File: src/rtl/mux_rr_reg.sv
// N-channel registered selector with valid/ready on every input and on the output.
// The grant is either a fixed select index or round-robin after the last mode-1 winner.
module mux_rr_reg #(
   parameter int unsigned WIDTH = 16,
   parameter int unsigned N     = 4,
   parameter int unsigned SELW  = $clog2(N)
) (
   input  logic                 clk,
   input  logic                 rst_n,
   input  logic [N*WIDTH-1:0]   in_data,
   input  logic [N-1:0]         in_valid,
   output logic [N-1:0]         in_ready,
   input  logic                 mode,
   input  logic [SELW-1:0]      sel,
   output logic [WIDTH-1:0]     out_data,
   output logic [SELW-1:0]      out_src,
   output logic                 out_valid,
   input  logic                 out_ready
);

   // The pointer starts at the last channel so that channel 0 wins the first round-robin scan.
   localparam logic [SELW-1:0] PtrRst = SELW'(N - 1);

   logic [WIDTH-1:0] data_q, data_d;
   logic [SELW-1:0]  src_q, src_d;
   logic             valid_q, valid_d;
   logic [SELW-1:0]  ptr_q, ptr_d;

   logic             load;
   logic             grant_valid;
   logic [SELW-1:0]  grant;
   logic [WIDTH-1:0] grant_data;

   assign load = !valid_q || out_ready;

   always_comb begin : grant_logic
      grant       = '0;
      grant_valid = 1'b0;
      if (!mode) begin
         // An out-of-range sel matches no loop index, so it never grants.
         for (int unsigned i = 0; i < N; i++) begin
            if (sel == SELW'(i) && in_valid[i]) begin
               grant       = SELW'(i);
               grant_valid = 1'b1;
            end
         end
      end else begin
         for (int unsigned k = 1; k <= N; k++) begin
            for (int unsigned i = 0; i < N; i++) begin
               if (!grant_valid && in_valid[i] && (((32'(ptr_q) + k) % N) == i)) begin
                  grant       = SELW'(i);
                  grant_valid = 1'b1;
               end
            end
         end
      end
   end

   always_comb begin : data_mux
      grant_data = '0;
      for (int unsigned i = 0; i < N; i++) begin
         if (grant == SELW'(i)) begin
            grant_data = in_data[i*WIDTH +: WIDTH];
         end
      end
   end

   always_comb begin : ready_logic
      in_ready = '0;
      for (int unsigned i = 0; i < N; i++) begin
         in_ready[i] = rst_n && load && grant_valid && (grant == SELW'(i));
      end
   end

   always_comb begin : next_state
      data_d  = data_q;
      src_d   = src_q;
      valid_d = valid_q;
      ptr_d   = ptr_q;
      if (load) begin
         if (grant_valid) begin
            data_d  = grant_data;
            src_d   = grant;
            valid_d = 1'b1;
            if (mode) begin
               ptr_d = grant;
            end
         end else begin
            valid_d = 1'b0;
         end
      end
   end

   always_ff @(posedge clk or negedge rst_n) begin
      if (!rst_n) begin
         data_q  <= '0;
         src_q   <= '0;
         valid_q <= 1'b0;
         ptr_q   <= PtrRst;
      end else begin
         data_q  <= data_d;
         src_q   <= src_d;
         valid_q <= valid_d;
         ptr_q   <= ptr_d;
      end
   end

   assign out_data  = data_q;
   assign out_src   = src_q;
   assign out_valid = valid_q;

endmodule

File: config.mk
export PLATFORM = sky130hd
export DESIGN_NAME = mux_rr_reg
export DESIGN_NICKNAME = d
export VERILOG_FILES = /design/src/rtl/mux_rr_reg.sv
export SDC_FILE = /design/constraint.sdc
export NUM_CORES = 1
export LEC_CHECK = 0
export ABC_CLOCK_PERIOD_IN_PS = 2390
export CORE_MARGIN = 4
export CORE_UTILIZATION = 37
export CTS_CLUSTER_SIZE = 20
export DETAILED_ROUTE_END_ITERATION = 8
export PLACE_DENSITY = 0.81
export SYNTH_ARGS = -nofsm -noshare
export SYNTH_HDL_FRONTEND = slang
export SYNTH_SLANG_ARGS = --single-unit
File: constraint.sdc
create_clock -name clk -period 2.39 [get_ports clk]
set_clock_uncertainty 0.2 [all_clocks]
set_input_delay 0.239 -clock clk [delete_from_list [all_inputs] [get_ports clk]]
set_output_delay 0.239 -clock clk [all_outputs]
set_load 0.1 [all_outputs]
== Yosys cells after proc, flatten, opt, wreduce, memory -nomap -nowiden ==
Index checks and enable logic that the tools add are counted.

* Register bits after elaboration: 21
* Logic and storage cells: 152
* Bits of input ports: 74
* Output and inout bits: 23

* Add/sub/neg operators: 4
* Reductions and logical operators: 66
* Eq/ne operators: 18
* Multiplexer cells: 60

{| class="wikitable"
|+ Operators by type and width
! operator !! number
|-
| zero test 32 bit || 4
|-
| two-way mux 16 bit || 4
|-
| logical AND 1 bit || 41
|-
| two-way mux 1 bit || 39
|-
| two-way mux 2 bit || 17
|-
| == test 2 bit (second input constant) || 12
|-
| zero test 1 bit || 16
|-
| == test 2 x 1 -> 1 bit (second input constant) || 6
|-
| adder 2 x 1 -> 2 bit (second input constant) || 2
|-
| adder 2 bit (second input constant) || 2
|-
| zero test 2 bit || 2
|-
| AND reduction 3 bit || 1
|-
| AND reduction 2 bit || 1
|-
| logical OR 1 bit || 1
|}

== Logic depth before layout (Yosys ltp) ==
* Depth after elaboration: 85
* Gate-level depth with buffers: 8
* Depth with buffers taken out: 5

== Least setup slack after synthesis ==
Ideal clock, no wire load.

* Path type: reg2out
* Start: reg ptr_q[1]
* End: out in_ready[2]
* Arrival: 3.675 ns
* Path slack: -1.724 ns
* Stages on the path, launching flop included: 6
* Path buffers: 1
* Cells stage by stage: dfstp_2 > nor2_1 > o311a_1 > a221oi_4 > buf_6 > nor3b_1

* Word-level cells in the longest chain between the ends: 82
* Elaborated cells on any way between the ends: 117
* Classes of those cells: add/sub (4); eq/ne (13); mux (48); reduce/logical (52)

{| class="wikitable"
|+ RTL lines
! element !! line !! text
|-
| start: declaration || 27 || <nowiki>logic [SELW-1:0] ptr_q, ptr_d;</nowiki>
|-
| start signal: assignment || 99 || <nowiki>ptr_q <= PtrRst;</nowiki>
|-
| start signal: assignment || 104 || <nowiki>ptr_q <= ptr_d;</nowiki>
|-
| adder 2 x 1 -> 2 bit || 50 || <nowiki>if (!grant_valid && in_valid[i] && (((32'(ptr_q) + k) % N) == i)) begin</nowiki>
|-
| zero test 32 bit || 50 ||
|-
| logical AND 1 bit || 50 ||
|-
| two-way mux 1 bit || 50 ||
|-
| two-way mux 1 bit || 39 || <nowiki>if (!mode) begin</nowiki>
|-
| zero test 1 bit || 50 ||
|-
| logical AND 1 bit (2 in a row) || 50 ||
|-
| two-way mux 1 bit || 50 ||
|-
| (+64 left out) || n/a ||
|-
| two-way mux 1 bit || 50 ||
|-
| two-way mux 1 bit || 39 ||
|-
| zero test 1 bit || 50 ||
|-
| logical AND 1 bit (2 in a row) || 50 ||
|-
| two-way mux 2 bit or two-way mux 1 bit (tied branches) || 50 ||
|-
| two-way mux 2 bit or two-way mux 1 bit (tied branches) || 39 ||
|-
| == test 2 bit or logical AND 1 bit (tied branches) || 71 || <nowiki>in_ready[i] = rst_n && load && grant_valid && (grant == SELW'(i));</nowiki>
|-
| logical AND 1 bit * || 71 ||
|-
| end: declaration || 12 || <nowiki>output logic [N-1:0] in_ready,</nowiki>
|}

Every way passes the cells marked *; elsewhere a longest branch is shown, timed or not. The select of a mux whose other input is x is not followed.

== Worst setup path in the final report ==
Same ends and word-level chain as after synthesis.

==> flow_summary.json <==
{
  "coreArea_mm2": 0.00406,
  "n_fill_cell": 316,
  "fin_crit_sh_pct": 103,
  "dp.cells": 294,
  "grt_pass1_vias": 1607,
  "violations": "setup timing",
  "dieArea_mm2": 0.00533,
  "fin_area_mm2": 0.00275,
  "drt_iter0_drc": 53,
  "clk_latency_ns": 0.26,
  "cp_max_fo": 7,
  "finalWorstSetupSlack_ns": -0.0687,
  "status": "finished with violations",
  "vias": 1546,
  "syn-num-nets": 214,
  "ys_ff_latch": 21,
  "numPortBuffers": 96,
  "gp_congestion": 0.860,
  "final_antenna_net_count": 0,
  "power_density_mw_per_mm2": 818,
  "path_buf_inv": 1,
  "antenna_found_initial": 0,
  "hold_violations": 0,
  "synth_area_mm2": 0.00156,
  "grt_usage_pct": 17.9,
  "path_cells": "nor2_2 > o311a_1 > a221oi_4 > nor3b_4 > buf_12",
  "period_needed_ns": 2.46,
  "p_leak_nw": 1.22,
  "p_seq_share_pct": 23.4,
  "ioPinCount": 97,
  "critPathTopFamily": "compound AO/OA/AOI/OAI gates",
  "start_kind": "register",
  "worstMarginPinSlew_ns": 0.303,
  "num_antenna_cells": 0,
  "max-cap-violations": 0,
  "cts_buffers": 3,
  "whs_ns": 0.260,
  "worstPathArrival_ns": 2.02,
  "hold_class": "in2async",
  "die_y_um": 73.0,
  "slowest_stage": "dfstp_2",
  "nets": 326,
  "yosysSeqAreaShare_pct": 33.8,
  "maxSlewViolCount": 0,
  "postSynthAreaPerCell_um2": 11.2,
  "die_w_um": 73.0,
  "max_stage_delay_ns": 0.60,
  "vias_per_cell": 5.14,
  "switchingPower_mw": 1.20,
  "synth_cell_types": 34,
  "swShare_pct": 53.3,
  "instances_no_fill": 301,
  "routedWlPerCell_um": 15.8,
  "endpoint_kind": "output pin",
  "holdBufCountCts": 0,
  "power_mw": 2.25,
  "final_common_cell": "clkdlybuf4s50_1",
  "grt.overflow.total": 0,
  "crit_type": "reg2out",
  "cts_root_buffer": "clkbuf_8",
  "tritoncts": "done",
  "combPwrFrac_pct": 66.2,
  "grt_max_degree": 22,
  "grt_setup_unrepaired": "true",
  "clock-sinks": 21,
  "drc_errors": 0,
  "p_clk_share_pct": 10.3,
  "area_growth_pct": 75.8,
  "setup_viol": 4,
  "synth-warning-count": 0,
  "syn-instance-count": 140,
  "relSlewSlack_pct": 79.8,
  "first_pass_iters": 4,
  "internal-power_mw": 1.05,
  "required_ns": 1.95,
  "rows": 23,
  "dp_slack_ns": -0.166,
  "hpwl_um": 3790,
  "drt_wl_total_um": 4770,
  "cts.htree.levels": 1,
  "fmax_mhz": 407,
  "placed_area_mm2": 0.00266,
  "clockBufferDepth": 2,
  "start_util_pct": 38.5,
  "grt_pass1_wl_um": 7530,
  "vdd_drop_max_mv": 0.583,
  "clk_pin_slew_ns": 0.08,
  "final_cell_mix": "69 x clkdlybuf4s50_1, 38 x buf_4, 32 x mux2i_1",
  "drive_gt1_share_pct": 31.1
}
power by group through the flow:
stage / Clock (mW) / Sequential, mW / Combinational, mW
floorplan: 0 / 1.18 / 0.427
global placement: 0 / 0.528 / 1.46
detailed placement: 0 / 0.529 / 1.48
CTS: 0.236 / 0.526 / 1.49
global route: 0.257 / 0.542 / 1.55
finish: 0.233 / 0.527 / 1.49
final timing paths:
| check | from | end | slack (ns) | cells past startpoint |
|---|---|---|---|---|
| max | ptr_q[1] | in_ready[2] | -0.07 | 5 |
| min | rst_n | out_data[1] | 0.26 | 2 |
| max reg2reg | ptr_q[1] | out_data[8] | 0.11 | 7 |
| min reg2reg | out_src[0] | out_src[0] | 0.29 | 2 |
| max in group asynchronous | rst_n | ptr_q[0] | 1.46 | 2 |
| min in group clk | out_src[0] | out_src[0] | 0.29 | 2 |
per-layer routing:
layer	global-route usage (%)	part of all wire, %	vias up
li1	-	-	758
met1	21.5	40	707
met2	31.2	49	75
met3	5.92	10	6
met4	3.28	0.73	0
met5	0	0	-
worst register-to-register path: stages, from the launching register on:
cell	delay, ns
dfstp_2	0.60
nor2_2	0.06
o311a_1	0.33
a221oi_4	0.28
buf_4	0.19
buf_4	0.14
mux2i_1	0.24
o221ai_2	0.11
Yosys cell counts:
master    number  area (um^2)
buf_6          4         45.0
o311a_1        1         10.0
and4_2         1         10.0
o221ai_2       9          135
nor3_1         2         10.0
buf_4          3         22.5
clkbuf_8       1         13.8
o211ai_1       2         15.0
o22ai_1        1         6.26
o221ai_1       6         52.6
nand2b_4       1         13.8
o21a_1         2         15.0
dfrtp_1       19          475
a21o_1         1         7.51
mux4_2         1         22.5
nor3b_1        4         30.0
buf_12         1         20.0
nor2_1         1         3.75
dfstp_2        2         52.6
mux2i_1       33          330
a31oi_1        2         12.5
a21oi_1        4         20.0
nand2_1       23         86.3
buf_8          1         15.0
nand2b_1       3         18.8
or4_1          1         7.51
nor2b_1        4         25.0
a211oi_4       1         20.0
nand2_4        1         11.3
buf_2          1         5.00
a221oi_4       1         26.3
inv_1          1         3.75
o211a_1        1         10.0
mux2_2         1         11.3
layout make-up:
cell class / instances / area [um^2] / share of cell area (%)
timing repair buffer: 117 / 1130 / 41.0
tap: 50 / 62.6 / 2.28
clock buffer: 3 / 41.3 / 1.50
sequential: 21 / 532 / 19.3
clock inverter: 1 / 5.00 / 0.182
inverter: 1 / 3.75 / 0.137
multi-input combinational: 108 / 978 / 35.6
state kept, by name, summed over array words and instances, names as in the netlist:
signal     cells
out_data      16
out_src        2
ptr_q          2
out_valid      1
through the flow:
stage / utilization (%) / TNS (ns)
CTS: 67.3 / -0.119
global placement: 65.6 / -1.73
global route: 67.7 / -0.517
floorplan: - / -0.722
detailed placement: 65.6 / -2.58
finish: 67.7 / -0.120
repair_timing:
action,in CTS,in global routing
setup buffers,2,0
setup endpoints to repair,4,11
resized for setup,8,3
pin swaps,2,0
cloned,0,1
cells by family (layout without fill, tap and decap cells):
| kind of cell | count (synthesis) | count (layout) | share of synthesized area, % |
|---|---|---|---|
| flops | 21 | 21 | 33.8 |
| mux | 35 | 35 | 23.3 |
| compound gates | 31 | 31 | 21.1 |
| simple gates | 41 | 42 | 13.8 |
| buf+inv | 12 | 122 | 8.00 |
Power figures use the tool's default switching activity.
